--- src/rtl/arp_scheduler.sv ---
// ============================================================================
// Module : arp_scheduler
// Steps one tone voice through the held keys (up / down / up-down / mono).
// Rev    : 1.0
// ============================================================================
`default_nettype none

module arp_scheduler #(
  parameter logic [31:0] CLOCK_SPEED = 32'd50000000,
  parameter logic [31:0] STEP_HZ     = 32'd8,
  parameter logic [31:0] GAP_CYCLES  = 32'd0
) (
  input  logic        clk,
  input  logic        reset,
  input  logic [15:0] keys,
  input  logic [1:0]  mode,
  output logic [3:0]  tone,
  output logic        gate,
  output logic        step_strobe
);

  localparam logic [31:0] c_STEP_CYCLES = CLOCK_SPEED / STEP_HZ;
  localparam logic [31:0] c_LAST        = c_STEP_CYCLES - 32'd1;
  localparam logic [31:0] c_PLAY_END    = c_STEP_CYCLES - GAP_CYCLES - 32'd1;

  localparam logic [1:0] c_MODE_UP     = 2'b00;
  localparam logic [1:0] c_MODE_DOWN   = 2'b01;
  localparam logic [1:0] c_MODE_UPDOWN = 2'b10;
  localparam logic [1:0] c_MODE_MONO   = 2'b11;

  typedef enum logic [1:0] {
    ST_IDLE = 2'd0,
    ST_PLAY = 2'd1,
    ST_GAP  = 2'd2
  } state_t;

  state_t      r_state;
  logic [3:0]  r_tone;
  logic        r_gate;
  logic        r_strobe;
  logic [31:0] r_timer;
  logic        r_dir_down;
  logic [15:0] r_keys_q;

  state_t      w_nxt_state;
  logic [3:0]  w_nxt_tone;
  logic        w_nxt_gate;
  logic        w_nxt_strobe;
  logic [31:0] w_nxt_timer;
  logic        w_nxt_dir_down;

  logic [3:0]  w_lowest;
  logic [3:0]  w_highest;
  logic [3:0]  w_above;
  logic [3:0]  w_below;
  logic        w_has_low;
  logic        w_has_above;
  logic        w_has_below;
  logic [3:0]  w_sel_tone;
  logic        w_sel_down;

  // Priority search relative to the current tone, even if its key was released.
  always_comb begin
    w_lowest    = 4'd0;
    w_highest   = 4'd0;
    w_above     = 4'd0;
    w_below     = 4'd0;
    w_has_low   = 1'b0;
    w_has_above = 1'b0;
    w_has_below = 1'b0;
    for (int i = 0; i < 16; i++) begin
      if (r_keys_q[i]) begin
        if (!w_has_low) begin
          w_lowest  = 4'(i);
          w_has_low = 1'b1;
        end
        w_highest = 4'(i);
        if (!w_has_above && (i > int'(r_tone))) begin
          w_above     = 4'(i);
          w_has_above = 1'b1;
        end
        if (i < int'(r_tone)) begin
          w_below     = 4'(i);
          w_has_below = 1'b1;
        end
      end
    end
  end

  always_comb begin
    w_sel_tone = r_tone;
    w_sel_down = r_dir_down;
    case (mode)
      c_MODE_UP:   w_sel_tone = w_has_above ? w_above : w_lowest;
      c_MODE_DOWN: w_sel_tone = w_has_below ? w_below : w_highest;
      c_MODE_UPDOWN: begin
        // Flip at an endpoint so it is not repeated; a lone key repeats as-is.
        if (!r_dir_down) begin
          if (w_has_above) begin
            w_sel_tone = w_above;
          end else if (w_has_below) begin
            w_sel_tone = w_below;
            w_sel_down = 1'b1;
          end else begin
            w_sel_tone = w_lowest;
          end
        end else begin
          if (w_has_below) begin
            w_sel_tone = w_below;
          end else if (w_has_above) begin
            w_sel_tone = w_above;
            w_sel_down = 1'b0;
          end else begin
            w_sel_tone = w_highest;
          end
        end
      end
      default: w_sel_tone = w_lowest;
    endcase
  end

  always_comb begin
    w_nxt_state    = r_state;
    w_nxt_tone     = r_tone;
    w_nxt_gate     = 1'b0;
    w_nxt_strobe   = 1'b0;
    w_nxt_timer    = r_timer;
    w_nxt_dir_down = r_dir_down;
    case (r_state)
      ST_IDLE: begin
        w_nxt_timer = 32'd0;
        if (r_keys_q != 16'd0) begin
          w_nxt_state  = ST_PLAY;
          w_nxt_gate   = 1'b1;
          w_nxt_strobe = 1'b1;
          w_nxt_tone   = (mode == c_MODE_DOWN) ? w_highest : w_lowest;
        end
      end
      ST_PLAY, ST_GAP: begin
        if (r_keys_q == 16'd0) begin
          w_nxt_state    = ST_IDLE;
          w_nxt_timer    = 32'd0;
          w_nxt_dir_down = 1'b0;
        end else if (mode == c_MODE_MONO) begin
          w_nxt_state  = ST_PLAY;
          w_nxt_gate   = 1'b1;
          w_nxt_timer  = 32'd0;
          w_nxt_tone   = w_lowest;
          w_nxt_strobe = (w_lowest != r_tone);
        end else if (r_timer == c_LAST) begin
          w_nxt_state    = ST_PLAY;
          w_nxt_gate     = 1'b1;
          w_nxt_strobe   = 1'b1;
          w_nxt_timer    = 32'd0;
          w_nxt_tone     = w_sel_tone;
          w_nxt_dir_down = w_sel_down;
        end else begin
          w_nxt_timer = r_timer + 32'd1;
          if ((r_state == ST_PLAY) && (GAP_CYCLES != 32'd0) && (r_timer == c_PLAY_END)) begin
            w_nxt_state = ST_GAP;
          end else begin
            w_nxt_gate = (r_state == ST_PLAY);
          end
        end
      end
      default: begin
        w_nxt_state = ST_IDLE;
        w_nxt_timer = 32'd0;
      end
    endcase
    // Direction only matters in up-down; holding it at up makes entry start upward.
    if (mode != c_MODE_UPDOWN) begin
      w_nxt_dir_down = 1'b0;
    end
  end

  always_ff @(posedge clk or negedge reset) begin
    if (!reset) begin
      r_state    <= ST_IDLE;
      r_tone     <= 4'd0;
      r_gate     <= 1'b0;
      r_strobe   <= 1'b0;
      r_timer    <= 32'd0;
      r_dir_down <= 1'b0;
      r_keys_q   <= 16'd0;
    end else begin
      r_state    <= w_nxt_state;
      r_tone     <= w_nxt_tone;
      r_gate     <= w_nxt_gate;
      r_strobe   <= w_nxt_strobe;
      r_timer    <= w_nxt_timer;
      r_dir_down <= w_nxt_dir_down;
      r_keys_q   <= keys;
    end
  end

  assign tone        = r_tone;
  assign gate        = r_gate;
  assign step_strobe = r_strobe;

endmodule

`default_nettype wire
--- config.mk ---
export PLATFORM = sky130hd
export DESIGN_NAME = arp_scheduler
export DESIGN_NICKNAME = d
export VERILOG_FILES = /design/src/rtl/arp_scheduler.sv
export SDC_FILE = /design/constraint.sdc
export NUM_CORES = 1
export LEC_CHECK = 0
export ABC_AREA = 1
export CAP_MARGIN = 0
export CORE_MARGIN = 2
export CORE_UTILIZATION = 32
export CTS_CLUSTER_DIAMETER = 100
export CTS_CLUSTER_SIZE = 25
export DETAILED_ROUTE_END_ITERATION = 12
export DONT_BUFFER_PORTS = 1
export SLEW_MARGIN = 10
export SYNTH_ARGS = -nofsm -noshare
export SYNTH_HDL_FRONTEND = slang
export SYNTH_SLANG_ARGS = --single-unit
--- constraint.sdc ---
create_clock -name clk -period 2.65 [get_ports clk]
set_input_delay 0.265 -clock clk [delete_from_list [all_inputs] [get_ports clk]]
set_output_delay 0.265 -clock clk [all_outputs]
set_load 0.05 [all_outputs]
==> Word level (Yosys, flattened, before mapping) <==
Cells that the tools add are included.
{ "word_totals": {"in_bits": 20, "out_inout_bits": 6, "ff_bits": 57, "word_cells": 312} }
{ "classes": {"n_reduce_logical": 40, "n_mux": 221, "eq_ne": 13, "n_lt_le_gt_ge": 30, "add_sub_neg": 1} }
{ "op_table": {"columns": ["cell", "count"], "rows": [
  ["2-to-1 mux 4 bit", 108],
  ["2-to-1 mux 32 bit", 4],
  ["2-to-1 mux 1 bit", 100],
  ["adder 32 x 1 -> 32 bit (second input constant)", 1],
  ["equality test 32 x 23 -> 1 bit (second input constant)", 1],
  ["greater-than comparator 4 bit (first input constant)", 8],
  ["less-than comparator 4 bit (first input constant)", 7],
  ["greater-than comparator 3 x 4 -> 1 bit (first input constant)", 4],
  ["logical NOT 16 bit", 1],
  ["less-than comparator 3 x 4 -> 1 bit (first input constant)", 4],
  ["nonzero test 16 bit", 1],
  ["logical AND 1 bit", 14],
  ["logical NOT 1 bit", 14],
  ["one-hot mux 4 bit (3 select lines)", 1],
  ["greater-than comparator 2 x 4 -> 1 bit (first input constant)", 2],
  ["less-than comparator 1 x 4 -> 1 bit (first input constant)", 2],
  ["less-than comparator 2 x 4 -> 1 bit (first input constant)", 2],
  ["2-to-1 mux 2 bit", 4],
  ["one-hot mux 4 bit (2 select lines)", 1],
  ["AND reduction 4 bit", 2],
  ["equality test 2 bit (second input constant)", 3],
  ["inequality test 2 bit (second input constant)", 3],
  ["nonzero test 3 bit", 2],
  ["equality test 2 x 1 -> 1 bit (second input constant)", 2],
  ["other kinds (11)", 14]
]} }

==> Depth between registers and ports, before layout <==
Gate-level depths: netlist of run 1.
{ "depth": {"word_depth": 68, "mapped_depth": 24, "ltp_nobuf": 23} }

==> Worst setup path after synthesis of run 1 <==
No wires, ideal clock.
{ "synth_path": {"path_kind": "reg-to-reg", "startpoint": "register r_tone[2] (netlist: tone[2])", "endpoint": "register r_tone[3] (netlist: tone[3])", "setup_ns": 0.129, "arrival_time_ns": 2.324, "synth_period_minus_slack_ns": 2.454, "path_buffers": 1, "path_stages_with_launch": 17, "path_slack_ns": 0.196, "cell_sequence": "dfrtp_1 buf_2 nor2_4 nand3_1 nand3_2 nor2_4 nand4_4 nor2_4 nand4_4 nor2_8 nand2_4 o21bai_1 nand3_1 nand2_1 nand2_1 nand2_1 a22oi_1"} }
{ "synth_via": {"elab_chain_len": 67, "elab_cells_between_ends": 180, "cone_classes": "order compare: 30; mux: 122; reduce/logical: 28"} }
{ "synth_rtl": {"columns": ["item", "line", "source"], "rows": [
  ["start: declaration", "38", "logic [3:0] r_tone;"],
  ["start signal: assignment", "188", "r_tone <= w_nxt_tone;"],
  ["greater-than comparator 1 x 4 -> 1 bit", "78", "if (!w_has_above && (i > int'(r_tone))) begin"],
  ["2-to-1 mux 1 bit", "78", null],
  ["2-to-1 mux 1 bit", "72", "if (r_keys_q[i]) begin"],
  ["logical NOT 1 bit", "78", null],
  ["logical AND 1 bit", "78", null],
  ["2-to-1 mux 1 bit", "78", null],
  ["2-to-1 mux 1 bit", "72", null],
  ["logical NOT 1 bit", "78", null],
  ["[... 51 more ...]", null, null],
  ["2-to-1 mux 4 bit", "110", "end else if (w_has_above) begin"],
  ["2-to-1 mux 4 bit", "108", "if (w_has_below) begin"],
  ["2-to-1 mux 4 bit", "98", "if (!r_dir_down) begin"],
  ["one-hot mux 4 bit (3 select lines) (*)", "93", "case (mode)"],
  ["2-to-1 mux 4 bit (*)", "150", "end else if (r_timer == c_LAST) begin"],
  ["2-to-1 mux 4 bit (*)", "144", "end else if (mode == c_MODE_MONO) begin"],
  ["2-to-1 mux 4 bit (*)", "140", "if (r_keys_q == 16'd0) begin"],
  ["one-hot mux 4 bit (2 select lines) (*)", "129", "case (r_state)"]
]} }
Mark *: on every way between the ends. The rest lies on a longest branch, timed or not. The select of a mux whose other input is x is not followed.
A chain may end at the register's enable or synchronous reset.

==> Worst setup path after layout of run 1 <==
{ "layout_path": {"startpoint": "register r_keys_q[3]", "endpoint": "register r_strobe (netlist: step_strobe)"} }
{ "layout_via": {"elab_chain_len": 29, "elab_cells_between_ends": 44, "cone_classes": "eq/ne: 1; mux: 41; reduce/logical: 2"} }
{ "layout_rtl": {"columns": ["item", "line", "source"], "rows": [
  ["start: declaration", "43", "logic [15:0] r_keys_q;"],
  ["start signal: assignment", "193", "r_keys_q <= keys;"],
  ["2-to-1 mux 4 bit / 2-to-1 mux 1 bit (equally long branches)", "72", null],
  ["2-to-1 mux 4 bit", "73", "if (!w_has_low) begin"],
  ["2-to-1 mux 4 bit", "72", null],
  ["2-to-1 mux 4 bit", "73", null],
  ["2-to-1 mux 4 bit", "72", null],
  ["2-to-1 mux 4 bit", "73", null],
  ["2-to-1 mux 4 bit", "72", null],
  ["2-to-1 mux 4 bit", "73", null],
  ["[... 14 more ...]", null, null],
  ["2-to-1 mux 4 bit", "72", null],
  ["2-to-1 mux 4 bit", "73", null],
  ["2-to-1 mux 4 bit", "72", null],
  ["inequality test 4 bit", "149", "w_nxt_strobe = (w_lowest != r_tone);"],
  ["2-to-1 mux 1 bit", "144", null],
  ["2-to-1 mux 1 bit", "140", null],
  ["one-hot mux 1 bit (2 select lines) (*)", "129", null],
  ["named net w_nxt_strobe", "48", "logic w_nxt_strobe;"],
  ["end signal: assignment", "190", "r_strobe <= w_nxt_strobe;"],
  ["end: declaration", "40", "logic r_strobe;"]
]} }
The timed path passes the listed nets; every way through them passes the cells marked *.

==> qor.csv, run 1 <==
metric,value,unit
worst_pin_slew,0.524,ns
gp_congestion,0.923,
drive_gt1_share,10.6,%
slew_viol_final,0,
vias_per_cell,5.05,
crit_path_start_kind,flip-flop,
grt_start_max_net_pins,57,
hold_path.class,primary input to flip-flop,
seq_area,1400,µm²
vias,3779,
die_x,114,µm
hold_slack,0.285,ns
syn_inst,567,
synth_cell_types,44,
grt_pass1_wl,16.8,mm
pre_cts_ws,0.201,ns
synth_edf_count,0,
wire_per_inst,13.2,µm
crit_fanout,6,
cp_data_required_time,2.84,ns
arrival,2.61,ns
rows,40,
grtUsageTotal,15.9,%
hpwl,7.72,mm
setup_viol,0,
timing.final.crit_share,91.5,%
comb_power_share,31.9,%
drc,0,
synth_xor_area_share,2.25,%
synth-seq-cells,56,
max_slew_margin,64.7,%
ant_nets,0,
synthMuxAreaShare,0,%
outcome,finished clean,
async_flop_share,100,%
multi_input_area,2130,µm²
ir_worst_vdd,0.336,mV
synth_seq_area_share,36.0,%
synthToLayoutAreaGrowth,15.7,%
clock_sinks,56,
clock_path_buffers,2,
cap_viol_max_count,0,
p_sw_share,37.4,%
rsz0062_at_grt,yes,
antenna_found_initial,0,
clockPowerShare,27.4,%
initial_utilization,32.6,%
power.density,539,nW/µm²
clock_latency,0.29,ns
drt_iter0_markers,237,
die_height,114,µm
synth_fa_ha_area_share,0.321,%
finalHoldViolations,0,
grt_overflow,0,
skew,0.00573,ns
fin_ws,0.224,ns
cts_tree,done,
firstDrtPassIters,5,
synth-compound-area-share,13.0,%
antennaDiodeCount,0,
post-route-min-period,2.43,ns
path_clk_slew,0.07,ns
io_pins,26,
die_area,13100,µm²
synth_nets,588,
fin_nets,621,
wirelength,9.90,mm
coreArea,12000,µm²
yosys_most_used_dff,dfrtp_1,
end_kind,flip-flop,
worstPathCellList,nor2_1 > nand2_1 > nor2_4 > nand3_1 > nor2_1 > inv_1 > a21boi_4 > inv_2 > nand2_1 > nand4_1 > nor4_1 > o21ai_0 > o21ai_1 > inv_1,
timing.fmax,412,MHz
p_leak,2.15,nW
internal_power,1.52,mW
cp_slowest_cell,dfrtp_1,
cts_made_buffers,5,
synthSimpleGateAreaFrac,38.6,%
final.setup.tns,0,ns
yosysWarnings,0,
avgSynthCellArea,6.87,µm²
htreeDepth,2,
final.fill_count,1216,
seqPwrFrac,40.7,%
first_global_vias,3622,
cts-root-buf,clkbuf_16,
critPathKind,flip-flop to flip-flop,
synth.cell_area,3890,µm²
portBuffers,0,
slowest_delay,0.44,ns
path_buf_inv,3,
synth_top_family_by_area,simple AND/OR/NAND/NOR gates,
critPathTopFamily,simple AND/OR/NAND/NOR gates,
netSwitchingPower,0.909,mW
-- logic make-up after synthesis --
kind of cell | after synthesis
XOR/XNOR | 10
flip-flops | 56
adder cells (fa/ha/maj) | 1
AND/OR/NAND/NOR | 312
AO/OA/AOI/OAI | 90
buffers and inverters | 98
-- metal layers --
metal	vias up	part of all wire (%)	global-route usage (%)
met5	-	0	0
met4	0	1.8	5.28
met1	1753	46	20.9
met2	101	48	27.1
met3	16	3.9	2.06
li1	1909	-	-
-- cells in the mapped netlist (6+ instances only) --
cell type / number / area [µm²]
dfrtp_1: 56 / 1400
inv_2: 6 / 22.5
nor2_1: 74 / 278
nand2_2: 6 / 37.5
nor2_2: 6 / 37.5
o21ai_0: 27 / 135
nand4_1: 13 / 81.3
inv_1: 85 / 319
nor3_1: 16 / 80.1
o21ai_1: 8 / 40.0
a21oi_1: 32 / 160
nand3_1: 33 / 165
nor4_1: 8 / 50.1
nor2_4: 7 / 78.8
nand2_1: 133 / 499
-- cell usage in the layout (no fill, tap or decap), types with 6 or more instances in the layout --
master         count
o21ai_1            8
o21ai_0           27
dfrtp_1           56
a21oi_1           32
nand4_1           13
nand2_1          133
nor3_1            16
dlygate4sd3_1     17
inv_1             85
nand3_1           33
nor2_4             7
inv_2              6
nor4_1             7
buf_4             14
nand2_2            6
nor2_2             6
nor2_1            74
-- layout make-up --
cell class,instances,share of cell area (%)
timing repair buffer,32,6.72
sequential,56,31.1
tap,147,4.08
clock buffer,5,2.78
clock inverter,3,0.500
multi-input combinational,413,47.2
inverter,92,7.66
-- flip-flops by register name (all words and copies together) (netlist names) --
| signal | cells |
|---|---|
| r_dir_down | 1 |
| step_strobe | 1 |
| r_state | 1 |
| tone | 4 |
| r_keys_q | 16 |
| gate | 1 |
| r_timer | 32 |
-- what timing repair did --
action	in CTS	in global routing
buffers inserted	0	2
hold buffers	18	0
resized for setup	0	2
setup endpoints to repair	0	3
hold endpoints to repair	72	0
-- path summary, 6_finish.rpt --
| kind | from | end | slack, ns | depth (start not counted) |
|---|---|---|---|---|
| max in group asynchronous | reset | r_keys_q[7] | 1.93 | 2 |
| min in group asynchronous | reset | r_timer[23] | 0.48 | 2 |
| setup reg to reg | r_keys_q[3] | step_strobe | 0.22 | 14 |
| hold / removal | mode[0] | r_dir_down | 0.28 | 3 |
| hold reg to reg | r_timer[0] | r_timer[0] | 0.49 | 1 |
| setup / recovery | r_keys_q[3] | step_strobe | 0.22 | 14 |
-- metrics by stage --
stage | utilization, % | cell area [µm²] | cells | power [mW]
2_1_floorplan | - | 3890 | 567 | 1.54
3_3_place_gp | 34.6 | 4130 | 720 | 1.71
3_5_place_dp | 34.6 | 4130 | 720 | 1.72
4_1_cts | 37.4 | 4480 | 746 | 2.43
5_1_grt | 37.7 | 4510 | 748 | 2.59
6_report | 37.7 | 4510 | 748 | 2.43
-- power groups by stage --
stage               sequential [mW]  combinational [mW]  clock [mW]
floorplan                      1.02               0.518           0
global placement               1.00               0.707           0
detailed placement             1.01               0.715           0
CTS                           0.989               0.760       0.683
global route                  0.996               0.865       0.728
finish                        0.990               0.774       0.666
-- worst min-delay path: stages --
cell and delay [ns]:
nor2_1 0.09, nand3_1 0.11, o31ai_1 0.07
Power figures use the tool's default switching activity.
==> inputs of run 2 (changes only) <==
--- a/config.mk
+++ b/config.mk
@@ -13,6 +13,7 @@
 export CTS_CLUSTER_SIZE = 25
 export DETAILED_ROUTE_END_ITERATION = 12
 export DONT_BUFFER_PORTS = 1
+export REMOVE_ABC_BUFFERS = 1
 export SLEW_MARGIN = 10
 export SYNTH_ARGS = -nofsm -noshare
 export SYNTH_HDL_FRONTEND = slang
==> constraint.sdc (replaced) <==
create_clock -name clk -period 2.85 [get_ports clk]
set_input_delay 0.285 -clock clk [delete_from_list [all_inputs] [get_ports clk]]
set_output_delay 0.285 -clock clk [all_outputs]
set_load 0.05 [all_outputs]
==> run 2 against run 1 <==
Effect of this change:
- sequential share of layout area rose by 0.49 points
- die area did not move
- wire length grew 0.33%
- sequential power shrank 7.3%
- flip-flop and latch count stayed put
- clock power shrank 5.1%
- via count shrank 0.95%
- non-clock buffer count shrank 9
- final area down 1.6%
- setup slack improved by 0.15 ns
- highest routed layer unchanged
- total power fell by 7.4%
==> qor.csv, run 2 (synthesized netlist as in run 1, its figures left out) <==
metric,value,unit,change
outcome,finished clean,,
hold_path.class,primary input to flip-flop,,
clock_latency,0.29,ns,about the same
cts-root-buf,clkbuf_16,,
crit_fanout,6,,unchanged
initial_utilization,32.6,%,unchanged
rsz0062_at_grt,no,,
path_clk_slew,0.07,ns,about the same
largest_reg_flops,32,,unchanged
clock_path_buffers,2,,unchanged
regMostFlops,r_timer,,
fin_nets,612,,-1.4%
grt_start_max_net_pins,57,,unchanged
cp_data_required_time,3.03,ns,+0.19 ns
arrival,2.66,ns,+0.05 ns
wirelength,9.94,mm,+0.33%
hpwl,7.74,mm,+0.26%
mostFrequentLayoutCell,nand2_1,,
cap_viol_max_count,0,,unchanged
drive_gt1_share,9.63,%,-1.0 points
cts_tree,done,,
die_height,114,µm,unchanged
slew_viol_final,0,,unchanged
crit_path_start_kind,flip-flop,,
grt_pass1_wl,17.1,mm,+1.8%
hold_slack,0.0152,ns,-0.269 ns
critPathKind,flip-flop to flip-flop,,
firstDrtPassIters,5,,unchanged
vias,3743,,-0.95%
power.density,507,nW/µm²,-6.0%
final.setup.tns,0,ns,unchanged
coreArea,12000,µm²,unchanged
slowest_delay,0.50,ns,+0.06 ns
gp_congestion,1.04,,+13%
io_pins,26,,unchanged
wire_per_inst,13.4,µm,+1.4%
first_global_vias,3579,,-1.2%
fin_ws,0.370,ns,+0.146 ns
timing.final.crit_share,87.0,%,-4.5 points
post_cts_buffers,0,,unchanged
p_leak,2.10,nW,-2.2%
drt_iter0_markers,255,,+7.6%
vias_per_cell,5.06,,+0.12%
ir_worst_vdd,0.264,mV,-22%
synthToLayoutAreaGrowth,13.9,%,
cpMostUsedCell,a21oi_1,,
setup_viol,0,,unchanged
cp_slowest_cell,nor4_1,,
max_slew_margin,62.1,%,-2.6 points
final_cell_mix,"133 x nand2_1, 85 x inv_1, 74 x nor2_1",,
die_area,13100,µm²,unchanged
portBuffers,0,,unchanged
skew,0.00884,ns,+0.00312 ns
power,2.25,mW,-7.4%
grt_overflow,0,,unchanged
timing.fmax,403,MHz,-2.2%
post-route-min-period,2.48,ns,+0.0544 ns
worstPathCellList,ha_1 > nand2_2 > nor2_4 > nand2_1 > nor4_1 > nor2_1 > a31oi_1 > inv_1 > a21oi_1 > a21oi_1,,
die_x,114,µm,unchanged
worst_pin_slew,0.563,ns,+0.0392 ns
drc,0,,unchanged
htreeDepth,2,,unchanged
grtUsageTotal,16.3,%,+0.37 points
antenna_found_initial,1,,+1
finalHoldViolations,0,,unchanged
rows,40,,unchanged
cts_made_buffers,5,,unchanged
end_kind,flip-flop,,
pre_cts_ws,0.320,ns,+0.119 ns
ant_nets,0,,unchanged
clock_sinks,56,,unchanged
r2r_slack,0.37,ns,+0.15 ns
run 2: worst paths after layout:
check / from / to / cells after the start
min in group asynchronous: reset / r_timer[21] / 2
worst max register to register: r_timer[0] / tone[2] / 10
max in group asynchronous: reset / r_keys_q[12] / 2
worst max-delay path: r_timer[0] / tone[2] / 10
worst min register to register: r_timer[0] / r_timer[0] / 1
worst min-delay path: keys[13] / r_keys_q[13] / 0
run 2: critical path, delay by kind of cell (launching register included):
family / cells / cell delay [ns]
compound gates: 3 / 0.67
fa+ha+maj: 1 / 0.20
buf+inv: 1 / 0.20
flops: 1 / 0.40
simple gates: 5 / 0.91
run 2: routing by layer:
metal,GRT usage [%],vias to the layer above,share of wire (%)
met5,0,-,0
met4,4.80,0,1.8
met3,2.38,15,5.0
met2,27.6,102,49
met1,21.5,1735,44
li1,-,1891,-
run 2: cell type report:
| type | instances | area (µm²) |
|---|---|---|
| inverters | 92 | 345 |
| multi-input cells | 413 | 2130 |
| well taps | 147 | 184 |
| clock buffers | 7 | 143 |
| fillers | 1228 | 7520 |
| diodes | 1 | 2.50 |
| repair buffers | 23 | 228 |
| flip-flops and latches | 56 | 1400 |
| clock inverters | 1 | 7.51 |
run 2: through the flow:
step / util [%] / cell area, µm² / cells
after floorplan: - / 3860 / 561
after global placement: 34.3 / 4100 / 716
after detailed placement: 34.3 / 4100 / 716
after CTS: 35.9 / 4290 / 726
after global routing: 37.1 / 4430 / 739
final: 37.1 / 4440 / 740
run 2: report_power, final:
part,internal [mW],switching [mW]
Combinational,0.229,0.471
Sequential,0.839,0.0789
Clock,0.351,0.281
run 2: what timing repair did:
| action | in CTS | in global routing |
|---|---|---|
| hold buffers | 2 | 13 |
| endpoints found under the hold margin | 56 | 13 |
| endpoints found under the setup margin | 0 | 1 |
| gates resized for setup | 0 | 2 |
